$ cat src/rtl/serial_subtractor.sv
// rtl/serial_subtractor.sv - bit-serial two's-complement subtractor, diff = a - b, LSB first
// Optional signed-overflow output ovf enabled by defining SERIAL_SUB_OVF_EN.
module serial_subtractor #(
   parameter int WIDTH = 8
) (
   input  logic             clk,
   input  logic             rst,
   input  logic             start,
   input  logic [WIDTH-1:0] a,
   input  logic [WIDTH-1:0] b,
   output logic             busy,
   output logic             done,
   output logic [WIDTH-1:0] diff,
   output logic             bout
`ifdef SERIAL_SUB_OVF_EN
   ,
   output logic             ovf
`endif
);

   localparam int CW = (WIDTH > 2) ? $clog2(WIDTH) : 1;
   localparam logic [CW-1:0] LAST = CW'(WIDTH - 1);

   localparam logic [1:0] S_IDLE = 2'd0;
   localparam logic [1:0] S_RUN  = 2'd1;
   localparam logic [1:0] S_DONE = 2'd2;

   logic [1:0]       state_q, state_d;
   logic [WIDTH-1:0] sreg_a_q, sreg_a_d;
   logic [WIDTH-1:0] sreg_b_q, sreg_b_d;
   logic [WIDTH-1:0] res_q, res_d;
   logic [WIDTH-1:0] diff_q, diff_d;
   logic [CW-1:0]    cnt_q, cnt_d;
   logic             borrow_q, borrow_d;
   logic             bout_q, bout_d;
`ifdef SERIAL_SUB_OVF_EN
   logic             ovf_q, ovf_d;
`endif

   logic a0, b0, dbit, bnext;

   // Full-subtractor cell on the current LSBs.
   assign a0    = sreg_a_q[0];
   assign b0    = sreg_b_q[0];
   assign dbit  = a0 ^ b0 ^ borrow_q;
   assign bnext = (~a0 & b0) | (~(a0 ^ b0) & borrow_q);

   always_comb begin
      state_d  = state_q;
      sreg_a_d = sreg_a_q;
      sreg_b_d = sreg_b_q;
      res_d    = res_q;
      diff_d   = diff_q;
      cnt_d    = cnt_q;
      borrow_d = borrow_q;
      bout_d   = bout_q;
`ifdef SERIAL_SUB_OVF_EN
      ovf_d    = ovf_q;
`endif
      case (state_q)
         S_IDLE, S_DONE: begin
            if (start) begin
               sreg_a_d = a;
               sreg_b_d = b;
               borrow_d = 1'b0;
               cnt_d    = '0;
               state_d  = S_RUN;
            end else begin
               state_d  = S_IDLE;
            end
         end
         S_RUN: begin
            sreg_a_d = {1'b0, sreg_a_q[WIDTH-1:1]};
            sreg_b_d = {1'b0, sreg_b_q[WIDTH-1:1]};
            res_d    = {dbit, res_q[WIDTH-1:1]};
            borrow_d = bnext;
            cnt_d    = cnt_q + 1'b1;
            if (cnt_q == LAST) begin
               diff_d  = {dbit, res_q[WIDTH-1:1]};
               bout_d  = bnext;
`ifdef SERIAL_SUB_OVF_EN
               // On the final bit a0/b0 are the operand sign bits and dbit is the result sign.
               ovf_d   = (a0 != b0) && (dbit != a0);
`endif
               state_d = S_DONE;
            end
         end
         default: state_d = S_IDLE;
      endcase
   end

   always_ff @(posedge clk) begin
      if (rst) begin
         state_q  <= S_IDLE;
         sreg_a_q <= '0;
         sreg_b_q <= '0;
         res_q    <= '0;
         diff_q   <= '0;
         cnt_q    <= '0;
         borrow_q <= 1'b0;
         bout_q   <= 1'b0;
`ifdef SERIAL_SUB_OVF_EN
         ovf_q    <= 1'b0;
`endif
      end else begin
         state_q  <= state_d;
         sreg_a_q <= sreg_a_d;
         sreg_b_q <= sreg_b_d;
         res_q    <= res_d;
         diff_q   <= diff_d;
         cnt_q    <= cnt_d;
         borrow_q <= borrow_d;
         bout_q   <= bout_d;
`ifdef SERIAL_SUB_OVF_EN
         ovf_q    <= ovf_d;
`endif
      end
   end

   assign busy = (state_q == S_RUN);
   assign done = (state_q == S_DONE);
   assign diff = diff_q;
   assign bout = bout_q;
`ifdef SERIAL_SUB_OVF_EN
   assign ovf  = ovf_q;
`endif

endmodule
$ cat config.mk
export PLATFORM = sky130hd
export DESIGN_NAME = serial_subtractor
export DESIGN_NICKNAME = d
export VERILOG_FILES = /design/src/rtl/serial_subtractor.sv
export SDC_FILE = /design/constraint.sdc
export NUM_CORES = 1
export LEC_CHECK = 0
export BUFFER_PORTS_ARGS = -buffer_cell sky130_fd_sc_hd__buf_2
export CAP_MARGIN = 20
export CORE_AREA = 2 2 59 55
export CTS_CLUSTER_DIAMETER = 80
export DETAILED_ROUTE_END_ITERATION = 7
export DIE_AREA = 0 0 61 57
export PLACE_DENSITY = 0.84
export RECOVER_POWER = 25
export SETUP_SLACK_MARGIN = 0.4
export SLEW_MARGIN = 20
export SYNTH_ARGS = -nofsm -noshare
export SYNTH_HDL_FRONTEND = slang
export SYNTH_SLANG_ARGS = --single-unit
$ cat constraint.sdc
create_clock -name clk -period 3.77 [get_ports clk]
set_input_delay 0.5655 -clock clk [delete_from_list [all_inputs] [get_ports clk]]
set_output_delay 0.5655 -clock clk [all_outputs]
set_load 0.01 [all_outputs]
Yosys cells after proc, flatten, opt, wreduce, memory -nomap -nowiden
Index checks and enable logic that the tools add are counted.
- bits in latches: 0
- memories: 0
- logic and storage cells: 37
- register bits after elaboration: 39
- input bits: 19
- ROM bits: 0
- RAM bits: 0
- $mul: 0
- shifts and indexed selects: 0
- equality and inequality tests: 5
- order comparisons: 0
- divide/modulo/power cells: 0
- bitwise gates (word level): 7
- add/subtract/negate cells: 1
- mux-type cells: 11
- reductions and logical operators: 5
- operator list (kind ; count):
    $pmux 8 s2 ; 2
    $mux 8 ; 2
    $pmux 3 s2 ; 1
    $pmux 2 s2 ; 1
    $reduce_and 2->1 ; 2
    $add 3x1->3 const B ; 1
    $eq 3x3->1 const B ; 1
    $mux 3 ; 1
    $and 1x1->1 ; 2
    $eq 2x1->1 const B ; 1
    $eq 2x2->1 const B ; 1
    $logic_not 2->1 ; 1
    $mux 1 ; 2
    $mux 2 ; 1
    $ne 2x1->1 const B ; 1
    $ne 2x2->1 const B ; 1
    $not 1->1 ; 2
    $pmux 1 s2 ; 1
    $reduce_bool 2->1 ; 1
    $reduce_or 2->1 ; 1
    $xor 1x1->1 ; 2
    $or 1x1->1 ; 1

Depth between registers and ports, before layout
- depth after elaboration: 5
- depth in mapped cells: 6
- mapped depth without buffers: 5

Worst setup path before layout
Ideal clock, no wire load.
- path kind: register to output
- from: register state_q[1]
- to: output busy
- required time: 3.204 ns
- cell stages (with the launch flop): 5
- arrival time: 0.792 ns
- path slack: 2.412 ns
- cell sequence: dfxtp_1 -> nand2b_1 -> buf_6 -> clkinv_2 -> buf_2
- cells in the longest elaborated chain, start to end: 1
- ends and longest elaborated chain (what ; RTL line ; RTL):
    start: declaration ; 28 ; logic [1:0] state_q, state_d;
    start signal: assignment ; 106 ; state_q <= state_d;
    $eq 2x1->1 ; 120 ; assign busy = (state_q == S_RUN);
    end: declaration ; 11 ; output logic busy,
No other way between the ends.

Worst setup path in the final report
- from: register state_q[0]
- to: register sreg_a_q[4]
- cells in the longest elaborated chain, start to end: 4
- elaborated cells between the ends (all ways): 8
- classes of those cells: eq/ne: 3; mux: 1; reduce/logical: 4
- ends and longest elaborated chain (what ; RTL line ; RTL):
    $eq 2x2->1 or $logic_not 2->1 (tied branches) ; 60 ; case (state_q)
    $reduce_or 2->1 ; 60 ;
    $ne 2x2->1 (no source line) or $reduce_bool 2->1 (tied branches) ; n/a ;
    $reduce_and 2->1 (no source line) ; n/a ;
    end signal: assignment ; 107 ; sreg_a_q <= sreg_a_d;
    end: declaration ; 29 ; logic [WIDTH-1:0] sreg_a_q, sreg_a_d;
Parallel ways exist; a longest one is shown, timed or not.
A chain may end at the register's enable or synchronous reset.

==> flow_metrics.py <==
metrics = {
    "run_status": {
        "run_status": "finished, violations left",
        "violations": "max-capacitance violations, max-slew violations",
    },
    "clock_tree": {
        "number_of_clock_sinks": 38,
        "cts_repair_resize_count": 0,
        "post_cts.repair.setup_buffers": 0,
        "clock_tree_from_tritoncts": "done",
        "cts_buffer_depth": 2,
        "cts_inserted_buffers": 5,
        "root_buffer": "clkbuf_4",
        "path_clk_slew_ps": 110,
        "clock_tree.htree_level_count": 2,
        "cts-hold-fix-buffers": 0,
        "worst_skew_pair.late_latency_ps": 350,
    },
    "cells_and_area": {
        "fin_nets": 232,
        "layout-drive-gt1-share": 0.166,
        "layout-area-overhead-vs-synth_pct": 11.1,
        "layout.cells.most_common_list": "nand2_1 (54), dfxtp_1 (38), buf_2 (24)",
        "layout_commonest_cell": "nand2_1",
        "antennaDiodeCount": 0,
    },
    "power_and_ir_drop": {
        "total_switching_power_uw": 197,
        "p_per_area_nw_per_um2": 455,
        "irDropWorstVdd_uv": 243,
        "internal-power_uw": 588,
        "share_comb_of_total_power": 0.103,
        "power.sequential.fraction": 0.551,
        "leakage_component_of_the_power_uw": 0.000664,
        "total_power_uw": 786,
        "power_frac_clock": 0.346,
        "swShare": 0.251,
    },
    "synth": {
        "ys_seq_area_frac": 0.489,
        "yosysUniqueCellTypes": 21,
        "syn-cell-area_um2": 1560,
        "cells_after_synthesis": 189,
        "post_synth.cell_area_avg_um2": 8.23,
        "cell_type_with_the_highest_aggregate_area_in_the_netlist": "dfxtp_1",
        "yosysWarnings": 0,
        "post-synth-top-area-fraction": 0.489,
        "area_contributors_post_synth": "dfxtp_1 (49%), nand2_1 (13%), a311oi_1 (7.9%)",
        "synth.ff_latch_count": 38,
        "synthesis.nets": 211,
    },
    "timing": {
        "grt_setup_unrepaired": "no",
        "finalCritPeriodShare": 0.594,
        "finalSetupTns_ps": 0,
        "finalHoldViolations": 0,
        "setup_ws_ps": 1530,
        "timing.final.setup_violations": 0,
        "min_period_ps": 2240,
        "maxSlewHeadroom": -0.113,
        "maxSlewViolCount": 43,
        "fmax_mhz": 446,
        "fin_hold_ws_ps": 438,
        "worstMarginPinSlew_ps": 1670,
        "setup_clock_skew_after_layout_ps": 17.3,
    },
    "route": {
        "drt-total-wl_um": 2880,
        "drcViolationCount": 0,
        "ant_nets": 0,
        "route.vias.total": 1307,
        "routed_wire_length_per_instance_um": 11.4,
        "detailedRoute.firstIterationViolations": 60,
        "dr.pass1.iters": 4,
        "viasPerCell": 5.17,
    },
    "critical_path": {
        "timing.critical_path.slowest_stage_cell": "clkbuf_1",
        "startpoint_type": "flop",
        "path_cells": "nand2b_1, clkbuf_1, nor2_1, a311oi_1",
        "reg2reg_setup_slack_ps": 1530,
        "arrival_time_at_the_worst_endpoint_ps": 2500,
        "r2r_end": "sreg_a_q[4]",
        "critPathCaptureType": "flop",
        "critPathMaxStageDelay_ps": 1220,
        "timing.critical_path.required_ps": 4030,
        "reg2regPathDepth": 4,
        "critical_path.max_fanout": 42,
        "r2r-start": "state_q[0]",
        "worst-setup-path-type": "reg2reg",
    },
    "global_routing": {
        "first_global_vias": 1106,
        "antenna_violations_before_repair": 0,
        "grtUsageTotal": 0.180,
        "global_route_wire_length_before_repair_um": 4690,
        "grt_start_max_net_pins": 43,
        "globalRoute.totalOverflow": 0,
    },
    "floorplan": {
        "starting_density_of_the_core": 0.532,
        "io_pins": 30,
        "num_rows": 19,
        "core_region_area_um2": 2920,
        "design.die.area_um2": 3480,
        "die_x_um": 61,
        "die-height_um": 57,
    },
    "min_path": {
        "min_delay_worst_endpoint": "sreg_a_q[7]",
        "worst_hold_path_startpoint": "a[7]",
        "hp-class": "in2reg",
        "min_path_cells": 3,
    },
    "place": {
        "io_buffer_count": 29,
        "pre_cts_ws_ps": 1760,
        "gp_routability_congestion": 0.721,
        "place.detailed.hpwl_um": 1800,
    },
    "run": {
        "timing.max_cap.violations": 1,
    },
}
sequential cells by signal, indices dropped and copies added, names as in the netlist:
register  flops
bout          1
state_q       2
cnt_q         3
borrow_q      1
sreg_a_q      8
sreg_b_q      8
res_q         7
diff          8
routing by layer:
layer | routed length (um) | vias to the layer above | global-route usage
li1 | - | 678 | -
met1 | 1370 | 593 | 0.245
met2 | 1320 | 30 | 0.260
met3 | 136 | 6 | 0.0612
met4 | 55 | 0 | 0.0745
met5 | 0 | - | 0
cell type report:
| type | count | area (um^2) |
|---|---|---|
| sequential | 38 | 761 |
| inverter | 3 | 12.5 |
| multi-input combinational | 132 | 682 |
| clock buffer | 5 | 37.5 |
| tap | 42 | 52.6 |
| fill | 287 | 1200 |
| timing repair buffer | 30 | 143 |
| clock inverter | 3 | 40.0 |
Yosys cell counts, drive strengths merged:
master / count
nand2: 54
dfxtp: 38
a21oi: 22
nor2: 16
a311oi: 15
buf: 14
nand3: 14
nand2b: 4
clkbuf: 2
ha: 2
inv: 2
nor2b: 2
clkinv: 1
fa: 1
nand3b: 1
o21a: 1
cells by family after synthesis:
logic type,after synthesis,share of synthesized area
AOI/OAI and AO/OA,38,0.167
adders and majority gates,3,0.0290
buffers and inverters,19,0.0724
DFF,38,0.489
and+or+nand+nor,91,0.243
through the flow:
stage | cell area, um^2 | utilization | std cells
after floorplan | 1560 | - | 189
after global placement | 1660 | 0.568 | 245
after detailed placement | 1660 | 0.568 | 245
after CTS | 1740 | 0.594 | 253
after global routing | 1730 | 0.591 | 253
final | 1730 | 0.591 | 253
worst max-delay path, delay by kind of cell (launching register included):
family	cells	cell delay, ps
AOI/OAI and AO/OA	1	320
DFF	1	370
and+or+nand+nor	2	250
buffers and inverters	1	1220
worst max-delay path by stage:
| stage | depth (start not counted) | startpoint | end | slack, ps |
|---|---|---|---|---|
| floorplan | 4 | state_q[1] | busy | 2410 |
| global placement | 4 | start | sreg_b_q[3] | 1830 |
| detailed placement | 4 | start | sreg_a_q[4] | 1760 |
| CTS | 3 | state_q[0] | busy | 1850 |
| global route | 4 | state_q[0] | sreg_a_q[4] | 1320 |
| finish | 4 | state_q[0] | sreg_a_q[4] | 1530 |
power groups by stage:
stage	Sequential (uW)	Clock, uW	Combinational [uW]
after floorplan	439	0	69.8
after global placement	441	0	79.0
after detailed placement	442	0	80.5
after CTS	433	274	81.1
after global routing	435	293	92.0
final	433	272	80.8
Note: power is estimated with default switching activity, not from simulation.
